**src/rtl/full_adder_pkg.sv**
```systemverilog
// full_adder_pkg: shared constants for the full_adder slice.
package full_adder_pkg;
   localparam int DEFAULT_WIDTH = 1;
endpackage

```
**src/rtl/full_adder_bit.sv**
```systemverilog
// full_adder_bit: one ripple cell; a + b + cin -> s, cout.
//   a, b, cin : 1-bit addends and incoming carry
//   s, cout   : 1-bit sum and outgoing carry
module full_adder_bit (
   input  logic a,
   input  logic b,
   input  logic cin,
   output logic s,
   output logic cout
);
   assign s    = a ^ b ^ cin;
   assign cout = (a & b) | (a & cin) | (b & cin);
endmodule

```
**src/rtl/full_adder.sv**
```systemverilog
// full_adder: WIDTH-bit ripple adder with combinational S/C/V and a registered copy.
//   clk, rst             : clock, synchronous active-high reset
//   A, B, Cin, en        : operands, carry-in, register capture enable
//   S, C, V              : combinational sum, carry-out, signed overflow
//   S_q, C_q, V_q, valid_q : registered result, valid the cycle after a capture
module full_adder
   import full_adder_pkg::*;
#(
   parameter int WIDTH = DEFAULT_WIDTH
) (
   input  logic             clk,
   input  logic             rst,
   input  logic [WIDTH-1:0] A,
   input  logic [WIDTH-1:0] B,
   input  logic             Cin,
   input  logic             en,
   output logic [WIDTH-1:0] S,
   output logic             C,
   output logic             V,
   output logic [WIDTH-1:0] S_q,
   output logic             C_q,
   output logic             V_q,
   output logic             valid_q
);
   logic [WIDTH:0]   c;
   logic [WIDTH-1:0] S_d;
   logic             C_d;
   logic             V_d;
   logic             valid_d;
   assign c[0] = Cin;
   for (genvar i = 0; i < WIDTH; i++) begin : g_bit
      full_adder_bit u_bit (
         .a    (A[i]),
         .b    (B[i]),
         .cin  (c[i]),
         .s    (S[i]),
         .cout (c[i+1])
      );
   end
   assign C = c[WIDTH];
   // carry into the MSB vs carry out of it; for WIDTH=1 the carry in is Cin
   assign V = c[WIDTH-1] ^ c[WIDTH];
   always_comb begin
      S_d     = en ? S : S_q;
      C_d     = en ? C : C_q;
      V_d     = en ? V : V_q;
      valid_d = en;
   end
   always_ff @(posedge clk) begin
      if (rst) begin
         S_q     <= '0;
         C_q     <= 1'b0;
         V_q     <= 1'b0;
         valid_q <= 1'b0;
      end else begin
         S_q     <= S_d;
         C_q     <= C_d;
         V_q     <= V_d;
         valid_q <= valid_d;
      end
   end
endmodule

```
**config.mk**
```make
export PLATFORM = sky130hd
export DESIGN_NAME = full_adder
export DESIGN_NICKNAME = d
export VERILOG_FILES = /design/src/rtl/full_adder_pkg.sv /design/src/rtl/full_adder_bit.sv /design/src/rtl/full_adder.sv
export SDC_FILE = /design/constraint.sdc
export NUM_CORES = 1
export LEC_CHECK = 0
export BUFFER_PORTS_ARGS = -buffer_cell sky130_fd_sc_hd__buf_2
export CORE_AREA = 5 5 42 44
export DETAILED_ROUTE_END_ITERATION = 10
export DIE_AREA = 0 0 47 49
export GPL_ROUTABILITY_DRIVEN = 0
export GPL_TIMING_DRIVEN = 0
export PLACE_DENSITY = 0.42
export RECOVER_POWER = 50
export REMOVE_ABC_BUFFERS = 1
export SLEW_MARGIN = 20
export SYNTH_ARGS = -nofsm -noshare
export SYNTH_HDL_FRONTEND = slang
export SYNTH_SLANG_ARGS = --single-unit
```
**constraint.sdc**
```tcl
create_clock -name clk -period 1.2 [get_ports clk]
set_input_delay 0.06 -clock clk [delete_from_list [all_inputs] [get_ports clk]]
set_output_delay 0.06 -clock clk [all_outputs]
set_load 0.05 [all_outputs]
```
* Word level (Yosys, flattened, before mapping)
Index checks and enable logic that the tools add are counted.
** Storage, ports and cells
- Register bits after elaboration :: 4
- Bits in latches :: 0
- Memory bits (writable) :: 0
- ROM bits :: 0
- Input port bits :: 6
- Output and inout bits :: 7
- Memories :: 0
** Operators by class
- Add/sub/neg operators :: 0
- Multiply operators :: 0
- Div/mod/pow operators :: 0
- $lt $le $gt $ge :: 0
- Equality and inequality tests :: 0
- Shift operators :: 0
- Mux-type cells :: 0
- Bitwise logic cells :: 8
- Reduce and logical (&&, ||, !) cells :: 0
** Operators with widths (number)
- 1-bit bitwise AND :: 3
- 1-bit XOR :: 3
- 1-bit OR :: 2

* Logic depth before layout (Yosys ltp)
- Depth after elaboration :: 4
- Gate-level depth with buffers :: 3
- Depth with buffers taken out :: 3

* By module
Synthesis repeated with hierarchy kept, for this count alone.
** Second synthesis, totals
- Cells, all modules :: 14
- Area total of the unflattened synthesis :: 162.7 µm²
** Modules (own cells, without submodules)
- full_adder :: instances 1, cells an instance 13, area each 142.6 µm², seq. area each 80.1 µm²
- full_adder_bit :: instances 1, cells an instance 1, area each 20.0 µm², seq. area each 0.0 µm²

* Worst setup path after synthesis
OpenSTA, ideal clock, no wires.
- Path type :: input to output
- Start :: in A
- End :: out V
- Data arrival time :: 1.323 ns
- Required time :: 1.140 ns
- Path slack :: -0.183 ns
- Cell stages on the path :: 3
- Path buffers :: 0
- Path through :: fa_1 xnor2_1 inv_1
** On the way
- Longest elaborated chain between the ends :: 4
- Elaborated cells on any way between the ends :: 5
- Classes of those cells :: bitwise (5)
** Ends and longest elaborated chain
- start: declaration :: RTL line full_adder.sv:13 : input logic [WIDTH-1:0] A,
- 1-bit bitwise AND :: RTL line full_adder_bit.sv:12 : assign cout = (a & b) | (a & cin) | (b & cin);
- 1-bit OR (*) (2 in series) :: RTL line full_adder_bit.sv:12
- 1-bit XOR (*) :: RTL line full_adder.sv:42 : assign V = c[WIDTH-1] ^ c[WIDTH];
- end: declaration :: RTL line full_adder.sv:19 : output logic V,
Mark *: on every way between the ends. The rest lies on a longest branch, timed or not.

* Final worst setup path
Same ends and word-level chain as after synthesis.

==> metrics.txt <==
Syn Std Cell Area 163 um2; CTS sink count 4; number of global-route vias before repair 164; initial antenna violation count 0; Final Cell Area 275 um2; first-pass GRT wire length 696 um; Min-Delay Path Class in2reg; Overall Power 0.469 mW; Final #Nets 38; Setup Fix Bufs, Post-CTS 0; detailed-route DRC error count 0; area leader, netlist dfxtp_1; endpoint class of the critical path output port; fmax 920 MHz; Die ar. 2300 um2; sequential share of the synthesized area 0.492; Warnings, synthesis 0; GRT overflow 0; slew margin rel. 0.817; clock period minus worst slack 1.09 ns; share of cells above drive strength 1 0.552; dpl cell area 243 um2; Distinct cells, synth 8; Worst R2R Setup Slack 0.57 ns; Buffers on Ports 12; setup violators final 0; pin count of the biggest net entering global routing 6; total global-route track usage 0.0466; RSZ-0062 raised after global routing false; via count 147; fill count 167; Worst setup SP type primary input; Syn Area/Cell 11.6 um2; IO Count 13; Cell Rows 14; critical setup path kind in2out; Inst Count DP 42; Die Height 49 um; max cap viols 0; clk slew on worst S/H paths 0.03 ns; first drt pass iteration count 2; routed len/inst 9.56 um; Root Buffer Master clkbuf_4; peak supply drop 0.415 mV; Syn Inst Count 14; Die X-Extent 47 um; CTS tree done; Initial Util 0.116; H-Tree Depth 1; Power Density 1700 nW/um2; Lkg Pwr 0.135 nW; cts bufs inserted 3; Final period util 0.906; Initial DRC Count 1; Max Slew Vio Count 0; Inserted Diodes 0; Hold Slack 0.0384 ns; Worst-Margin Slew 0.275 ns; Yosys reg bits 4; WP data required 1.14 ns; CTS Buffer Depth 2; top cells by area, synth dfxtp_1 49%, fa_1 12%, mux2i_1 12%, a211oi_2 7.7%, nor2_1 6.9%; dpl ws -0.0537 ns; R2R depth 2; drt via density 3.27; area delta synth->final 69.2%; Yosys top cell area share 0.492; Worst EP arrival 1.03 ns; peak fanout along the critical path 3; final hold violation count 0; final non-filler cell total 45; utilization after layout 0.196; cell depth of the worst hold path 2; Worst Skew 0 ns; core area 1400 um2; antenna-violating nets left 0; drt total wl 430 um; TNS Setup 0 ns; status finished clean; Worst Slack Setup Final 0.113 ns; Clock Latency Late Sink 0.23 ns
## area by class of cell
cell class	count	area, um2	share of cell area
clock buffers	3	22.5	0.0818
inverters	1	3.75	0.0136
multi-input cells	9	88.8	0.323
flip-flops and latches	4	80.1	0.291
well taps	16	20.0	0.0727
repair buffers	12	60.1	0.218
## per-layer routing
layer	global-route usage	vias up	part of all wire
li1	-	76	-
met1	0.0664	58	0.53
met2	0.0407	13	0.27
met3	0.0332	0	0.20
met4	0.0415	0	0
met5	0	-	0
## flip-flops by register name, summed over array words and instances (netlist names)
name / count
C_q: 1
S_q: 1
valid_q: 1
V_q: 1
## cell usage after synthesis
master,n
mux2i_1,2
nor2_1,3
inv_1,1
fa_1,1
xnor2_1,1
nor2b_1,1
a211oi_2,1
dfxtp_1,4
## cell usage in the layout (no fill, tap or decap)
cell,n
a211oi_2,1
clkbuf_4,3
buf_2,8
fa_2,1
nor2b_1,1
dfxtp_1,4
clkbuf_1,2
nor2_1,3
inv_1,1
mux2i_1,2
buf_4,1
clkbuf_2,1
xnor2_2,1
## worst max-delay path, stage by stage
cell	delay, ns
clkbuf_1	0.09
fa_2	0.43
xnor2_2	0.21
inv_1	0.06
buf_4	0.18
## cells by family after synthesis
kind of cell | after synthesis | share of synthesized area
DFF | 4 | 0.492
xor gates and xnor gates | 1 | 0.0539
AOI/OAI and AO/OA | 1 | 0.0769
and+or+nand+nor | 4 | 0.108
adders and majority gates | 1 | 0.123
buffers and inverters | 1 | 0.0231
muxes | 2 | 0.123
## repair_timing
action                                  4_1_cts  5_1_grt
resized for setup                             2        1
endpoints found under the setup margin        1        1
hold buffers                                  0        0
## power breakdown
part | internal (mW) | total (mW) | switching [mW]
Combinational | 0.0431 | 0.156 | 0.113
Sequential | 0.144 | 0.148 | 0.00386
Clock | 0.112 | 0.165 | 0.0531
Total | 0.299 | 0.469 | 0.170
## worst paths after layout
| check | from | to |
|---|---|---|
| setup / recovery | A | V |
| hold / removal | rst | V_q$_SDFFE_PP0P_ |
| setup reg to reg | V_q$_SDFFE_PP0P_ | V_q$_SDFFE_PP0P_ |
| hold reg to reg | S_q$_SDFFE_PP0P_ | S_q$_SDFFE_PP0P_ |
No activity file was read; power rests on OpenSTA's default activity.
